===== config.mk =====
export PLATFORM = sky130hd
export DESIGN_NAME = i2c_master_write_flat
export DESIGN_NICKNAME = d
export VERILOG_FILES = /design/src/rtl/i2c_master_write_if.sv /design/src/rtl/i2c_master_write.sv /design/src/flat_wrapper.sv
export SDC_FILE = /design/constraint.sdc
export NUM_CORES = 1
export LEC_CHECK = 0
export BUFFER_PORTS_ARGS = -buffer_cell sky130_fd_sc_hd__buf_2
export CAP_MARGIN = 20
export CORE_ASPECT_RATIO = 1.5
export CORE_MARGIN = 2
export CORE_UTILIZATION = 25
export CTS_BUF_LIST = sky130_fd_sc_hd__clkbuf_4
export DETAILED_ROUTE_END_ITERATION = 10
export SLEW_MARGIN = 20
export SYNTH_ARGS = -nofsm -noshare
export SYNTH_HDL_FRONTEND = slang
export SYNTH_SLANG_ARGS = --single-unit

===== constraint.sdc =====
create_clock -name clk -period 4.1 [get_ports clk]
set_input_delay 0.82 -clock clk [delete_from_list [all_inputs] [get_ports clk]]
set_output_delay 0.82 -clock clk [all_outputs]
set_load 0.01 [all_outputs]

===== src/rtl/i2c_master_write_if.sv =====
`default_nettype none
// ============================================================================
// Module      : i2c_master_write_if
// Description : Request/status and open-drain line bundle for i2c_master_write.
// Revision    : 1.0 - initial release
// ============================================================================
interface i2c_master_write_if #(
    parameter int ADDR_W = 7
);
    logic              tick;
    logic              start;
    logic [ADDR_W-1:0] addr;
    logic [7:0]        data;
    logic              scl_in;
    logic              sda_in;
    logic              scl_oe;
    logic              sda_oe;
    logic              busy;
    logic              done;
    logic              ack_err;

    modport master (
        input  tick, start, addr, data, scl_in, sda_in,
        output scl_oe, sda_oe, busy, done, ack_err
    );

    modport slave (
        output tick, start, addr, data, scl_in, sda_in,
        input  scl_oe, sda_oe, busy, done, ack_err
    );
endinterface
`default_nettype wire


===== src/rtl/i2c_master_write.sv =====
`default_nettype none
// ============================================================================
// Module      : i2c_master_write
// Description : Single-byte I2C write engine paced by a quarter-bit tick.
// Revision    : 1.0 - initial release
// ============================================================================
module i2c_master_write #(
    parameter int CLK_STRETCH = 1,
    parameter int ADDR_W      = 7
) (
    input  wire logic           clk,
    input  wire logic           rst,
    i2c_master_write_if.master  bus
);

    localparam logic [2:0] S_IDLE  = 3'd0;
    localparam logic [2:0] S_START = 3'd1;
    localparam logic [2:0] S_ADDR  = 3'd2;
    localparam logic [2:0] S_ACK1  = 3'd3;
    localparam logic [2:0] S_DATA  = 3'd4;
    localparam logic [2:0] S_ACK2  = 3'd5;
    localparam logic [2:0] S_STOP  = 3'd6;

    generate
        if (ADDR_W != 7) begin : g_addr_w_check
            $error("i2c_master_write supports only 7-bit addressing");
        end
    endgenerate

    logic [2:0] r_state;
    logic [1:0] r_phase;
    logic [2:0] r_bit;
    logic [7:0] r_shift;
    logic [7:0] r_data;
    logic       r_scl_oe;
    logic       r_sda_oe;
    logic       r_busy;
    logic       r_done;
    logic       r_ack_err;

    logic       w_bit_state;
    logic       w_ack_state;
    logic       w_stretch;
    logic       w_adv;
    logic       w_ack_sample;
    logic       w_accept;
    logic       w_fin;
    logic [2:0] w_state_n;
    logic [1:0] w_phase_n;
    logic [2:0] w_bit_n;
    logic       w_scl_oe_n;
    logic       w_sda_oe_n;

    assign w_bit_state  = (r_state == S_ADDR) || (r_state == S_DATA);
    assign w_ack_state  = (r_state == S_ACK1) || (r_state == S_ACK2);
    // A slave holding SCL low during the high half of a bit freezes the phase.
    assign w_stretch    = (CLK_STRETCH != 0) && (w_bit_state || w_ack_state)
                          && r_phase[1] && !bus.scl_in;
    assign w_adv        = bus.tick && !w_stretch;
    assign w_accept     = (r_state == S_IDLE) && bus.start;
    assign w_ack_sample = w_ack_state && w_adv && (r_phase == 2'd2) && bus.sda_in;

    always_comb begin
        w_state_n = r_state;
        w_phase_n = r_phase;
        w_bit_n   = r_bit;
        w_fin     = 1'b0;
        if (r_state == S_IDLE) begin
            if (bus.start) begin
                w_state_n = S_START;
                w_phase_n = 2'd0;
                w_bit_n   = 3'd7;
            end
        end else if (w_adv) begin
            w_phase_n = r_phase + 2'd1;
            if (r_phase == 2'd3) begin
                case (r_state)
                    S_START: begin
                        w_state_n = S_ADDR;
                        w_bit_n   = 3'd7;
                    end
                    S_ADDR: begin
                        if (r_bit == 3'd0) begin
                            w_state_n = S_ACK1;
                            w_bit_n   = 3'd7;
                        end else begin
                            w_bit_n = r_bit - 3'd1;
                        end
                    end
                    S_ACK1: begin
                        // r_ack_err was set by the sample at the end of phase 2.
                        w_state_n = r_ack_err ? S_STOP : S_DATA;
                        w_bit_n   = 3'd7;
                    end
                    S_DATA: begin
                        if (r_bit == 3'd0) begin
                            w_state_n = S_ACK2;
                            w_bit_n   = 3'd7;
                        end else begin
                            w_bit_n = r_bit - 3'd1;
                        end
                    end
                    S_ACK2: begin
                        w_state_n = S_STOP;
                    end
                    S_STOP: begin
                        w_state_n = S_IDLE;
                        w_fin     = 1'b1;
                    end
                    default: begin
                        w_state_n = S_IDLE;
                    end
                endcase
            end
        end
    end

    // Line drive is a function of the upcoming state/phase so it can be registered.
    always_comb begin
        w_scl_oe_n = 1'b0;
        w_sda_oe_n = 1'b0;
        case (w_state_n)
            S_START: begin
                w_sda_oe_n = w_phase_n[1];
                w_scl_oe_n = (w_phase_n == 2'd3);
            end
            S_ADDR: begin
                w_scl_oe_n = !w_phase_n[1];
                w_sda_oe_n = !r_shift[w_bit_n];
            end
            S_DATA: begin
                w_scl_oe_n = !w_phase_n[1];
                w_sda_oe_n = !r_data[w_bit_n];
            end
            S_ACK1, S_ACK2: begin
                w_scl_oe_n = !w_phase_n[1];
            end
            S_STOP: begin
                w_scl_oe_n = (w_phase_n == 2'd0);
                w_sda_oe_n = !w_phase_n[1];
            end
            default: begin
                w_scl_oe_n = 1'b0;
                w_sda_oe_n = 1'b0;
            end
        endcase
    end

    always_ff @(posedge clk) begin
        if (rst) begin
            r_state   <= S_IDLE;
            r_phase   <= 2'd0;
            r_bit     <= 3'd7;
            r_shift   <= 8'd0;
            r_data    <= 8'd0;
            r_scl_oe  <= 1'b0;
            r_sda_oe  <= 1'b0;
            r_busy    <= 1'b0;
            r_done    <= 1'b0;
            r_ack_err <= 1'b0;
        end else begin
            r_state  <= w_state_n;
            r_phase  <= w_phase_n;
            r_bit    <= w_bit_n;
            r_scl_oe <= w_scl_oe_n;
            r_sda_oe <= w_sda_oe_n;
            r_busy   <= (w_state_n != S_IDLE);
            r_done   <= w_fin;
            if (w_accept) begin
                r_shift   <= {bus.addr, 1'b0};
                r_data    <= bus.data;
                r_ack_err <= 1'b0;
            end else if (w_ack_sample) begin
                r_ack_err <= 1'b1;
            end
        end
    end

    assign bus.scl_oe  = r_scl_oe;
    assign bus.sda_oe  = r_sda_oe;
    assign bus.busy    = r_busy;
    assign bus.done    = r_done;
    assign bus.ack_err = r_ack_err;

endmodule
`default_nettype wire


===== src/flat_wrapper.sv =====
// flat-port wrapper written by rule: the top's interface ports become plain ports
module i2c_master_write_flat 
#(
    parameter int CLK_STRETCH = 1,
    parameter int ADDR_W      = 7
)
  (clk, rst, bus_tick, bus_start, bus_addr, bus_data, bus_scl_in, bus_sda_in, bus_scl_oe, bus_sda_oe, bus_busy, bus_done, bus_ack_err);
  i2c_master_write_if #(.ADDR_W(ADDR_W)) bus_i ();
  input  wire logic clk;
  input  wire logic rst;
  input wire logic [$bits(bus_i.tick)-1:0] bus_tick;
  input wire logic [$bits(bus_i.start)-1:0] bus_start;
  input wire logic [$bits(bus_i.addr)-1:0] bus_addr;
  input wire logic [$bits(bus_i.data)-1:0] bus_data;
  input wire logic [$bits(bus_i.scl_in)-1:0] bus_scl_in;
  input wire logic [$bits(bus_i.sda_in)-1:0] bus_sda_in;
  output wire logic [$bits(bus_i.scl_oe)-1:0] bus_scl_oe;
  output wire logic [$bits(bus_i.sda_oe)-1:0] bus_sda_oe;
  output wire logic [$bits(bus_i.busy)-1:0] bus_busy;
  output wire logic [$bits(bus_i.done)-1:0] bus_done;
  output wire logic [$bits(bus_i.ack_err)-1:0] bus_ack_err;
  assign bus_i.tick = bus_tick;
  assign bus_i.start = bus_start;
  assign bus_i.addr = bus_addr;
  assign bus_i.data = bus_data;
  assign bus_i.scl_in = bus_scl_in;
  assign bus_i.sda_in = bus_sda_in;
  assign bus_scl_oe = bus_i.scl_oe;
  assign bus_sda_oe = bus_i.sda_oe;
  assign bus_busy = bus_i.busy;
  assign bus_done = bus_i.done;
  assign bus_ack_err = bus_i.ack_err;
  i2c_master_write #(.CLK_STRETCH(CLK_STRETCH), .ADDR_W(ADDR_W)) u_core (.clk(clk), .rst(rst), .bus(bus_i));
endmodule

==> flow_metrics.tcl <==
set metrics [dict create \
    die-area_sq_um 7230 \
    num_rows 36 \
    finalWirelength_mm 3.69 \
    cts.htree.levels 1 \
    endpoint_kind "flip-flop" \
    worstPathRequired_ns 4.34 \
    preCtsSetupSlack_ns 1.31 \
    postCtsHoldBufs 0 \
    ys_types 52 \
    cts_made_buffers 3 \
    syn_area_per_cell_sq_um 8.36 \
    ir_drop_v 0.000164 \
    syn_inst 196 \
    hold_viol_final 0 \
    synth_enable_flop_cells 0 \
    pin_count 26 \
    clock-root-buffer "clkbuf_4" \
    wire_per_inst_microns 12.6 \
    tightest_slew_ns 0.568 \
    cts_resized 0 \
    worst_slack_ns 1.62 \
    setup_violations 0 \
    path_cells "xnor2_2, o2111ai_4, nor2_1, mux2_4, o211ai_1, o21ai_2, a211oi_2, o211ai_2" \
    fin_tns_setup_ns 0 \
    critPathArrivalTime_ns 2.71 \
    drtIter0Drc 78 \
    finalCritPeriodShare_pct 60.4 \
    min_path_type "reg -> reg" \
    critPathBufInv 0 \
    syn_to_final_growth_pct 12.8 \
    skew_ns 0.0159 \
    ys.flop_type "dfxtp_1" \
    clk_latency_ns 0.34 \
    slew_headroom_pct 62.1 \
    nets 242 \
    rsz0062_at_grt "no" \
    vias 1418 \
    vias_per_cell 4.84 \
    final_antenna_net_count 0 \
    hpwl_mm 2.77 \
    port_buffers 25 \
    critPathKind "reg -> reg" \
    power.total_uw 537 \
    p_leak_uw 0.000715 \
    cap_violations 0 \
    status "completed" \
    synth_async_sr_flop_share_pct 0 \
    die_h_microns 103 \
    slowest_delay_ns 0.50 \
    dr.pass1.iters 4 \
    crit_family "compound AO/OA/AOI/OAI gates" \
    cts_tree "done" \
    fin_crit_ns 2.48 \
    cts_sinks 28 \
    synth_nets 221 \
    r2r-start "u_core.r_state[2]$_SDFF_PP0_" \
    hp-start "u_core.r_shift[5]$_SDFFE_PP0P_" \
    grt_pass1_vias 1389 \
    clock_path_buffers 2 \
    grt.overflow.total 0 \
    core_area_sq_um 6440 \
    die_w_microns 70.1 \
    grt_usage_pct 10.6 \
    start_kind "flip-flop" \
    antenna_found_initial 1 \
    maxSlewViolCount 0 \
    final_util_pct 28.7 \
    post-route-drc-count 0 \
    cp_max_fo 13 \
    gp_congestion 0.886 \
    cts_setup_buffers 0 \
    seq_area_frac_synth_pct 34.2 \
    p_per_area_nw_per_um2 291 \
    clk_pin_slew_worst_paths_ns 0.17 \
    initial_utilization_pct 25.4 \
    cpMaxStageDelayCell "dfxtp_1" \
    cp-startpoint "u_core.r_state[2]$_SDFF_PP0_" \
    grt_pass1_wl_mm 6.18 \
    netlist_area_sq_um 1640 \
    grt_max_degree 30 \
    yosys_register_bits 28 \
    drive_gt1_share_pct 23.6 \
    max_freq_ghz 0.404 \
    synth_warnings 0 \
]
==> through the flow <==
step                hold WS [ns]  cell area [sq um]  cells
detailed placement         0.449               1790    288
CTS                        0.469               1840    292
global route               0.491               1850    293
floorplan                  0.436               1640    196
finish                     0.465               1850    293
global placement           0.448               1790    288
==> synth_stat cells, drive strengths merged (3+ instances only) <==
library cell	count	share of area, %
a21oi	17	5.2
a31oi	4	1.5
buf	4	2.4
clkbuf	6	2.1
dfxtp	28	34
ha	4	3.1
inv	8	1.8
mux2	3	2.7
mux2i	4	2.4
nand2	42	11
nand2b	3	1.1
nand3	5	1.5
nor2	13	3.0
nor3	8	2.7
o2111ai	3	2.7
o211ai	3	1.7
o21ai	11	4.5
==> report_power, final <==
group | switching [uW] | total, uW | internal, uW
sequential | 8.27 | 291 | 283
clock | 87.9 | 187 | 98.8
combinational | 33.3 | 59.4 | 26.1
==> cell usage in the layout (no fill, tap or decap), types with 3 or more instances in the layout <==
cell type / instances
nand2_1: 41
dfxtp_1: 28
buf_2: 25
a21oi_1: 17
nor2_1: 13
inv_1: 8
nor3_1: 7
o21ai_0: 6
nand3_1: 5
a31oi_1: 4
mux2i_1: 4
ha_1: 4
nand2b_1: 3
mux2_4: 3
clkbuf_4: 3
==> sequential cells by signal, summed over array words and instances (netlist names) <==
register            count
u_core.r_data           8
u_core.bus.busy         1
u_core.r_shift          7
u_core.r_state          3
u_core.bus.done         1
u_core.r_phase          2
u_core.bus.ack_err      1
u_core.bus.scl_oe       1
u_core.bus.sda_oe       1
u_core.r_bit            3
==> worst paths after layout <==
kind                                         end  slack, ns  depth (start not counted)
setup reg to reg    u_core.bus.sda_oe$_SDFF_PP0_       1.62                          8
hold / removal    u_core.r_shift[5]$_SDFFE_PP0P_       0.46                          2
setup / recovery    u_core.bus.sda_oe$_SDFF_PP0_       1.62                          8
hold reg to reg   u_core.r_shift[5]$_SDFFE_PP0P_       0.46                          2
==> final cells by class <==
class | count | area, sq um
sequential | 28 | 561
inverter | 8 | 30.0
timing repair buffer | 27 | 140
clock buffer | 3 | 22.5
fill | 736 | 4590
antenna | 1 | 2.50
clock inverter | 1 | 30.0
tap | 76 | 95.1
multi-input combinational | 149 | 966
==> metal layers <==
metal	vias to the layer above	share of wire, %	wire length, microns	GRT usage (%)
li1	734	-	-	-
met3	2	1.9	69	0.684
met2	16	53	1960	20.1
met5	-	0	0	0
met1	666	43	1600	12.2
met4	0	1.5	54	4.44
==> tightest hold or removal path, delay by kind of cell, from the launching register on <==
kind            cells  cell delay, ns
compound gates      1            0.05
flops               1            0.34
simple gates        1            0.05
==> cells by family after synthesis <==
logic type                 count (synthesis)  share of synthesized area (%)
DFF                                       28                           34.2
buffers and inverters                     19                           6.80
and+or+nand+nor                           86                           27.0
muxes                                      7                           5.19
xor gates and xnor gates                   1                          0.993
AOI/OAI and AO/OA                         51                           22.8
adders and majority gates                  4                           3.06
Power figures use the tool's default switching activity.
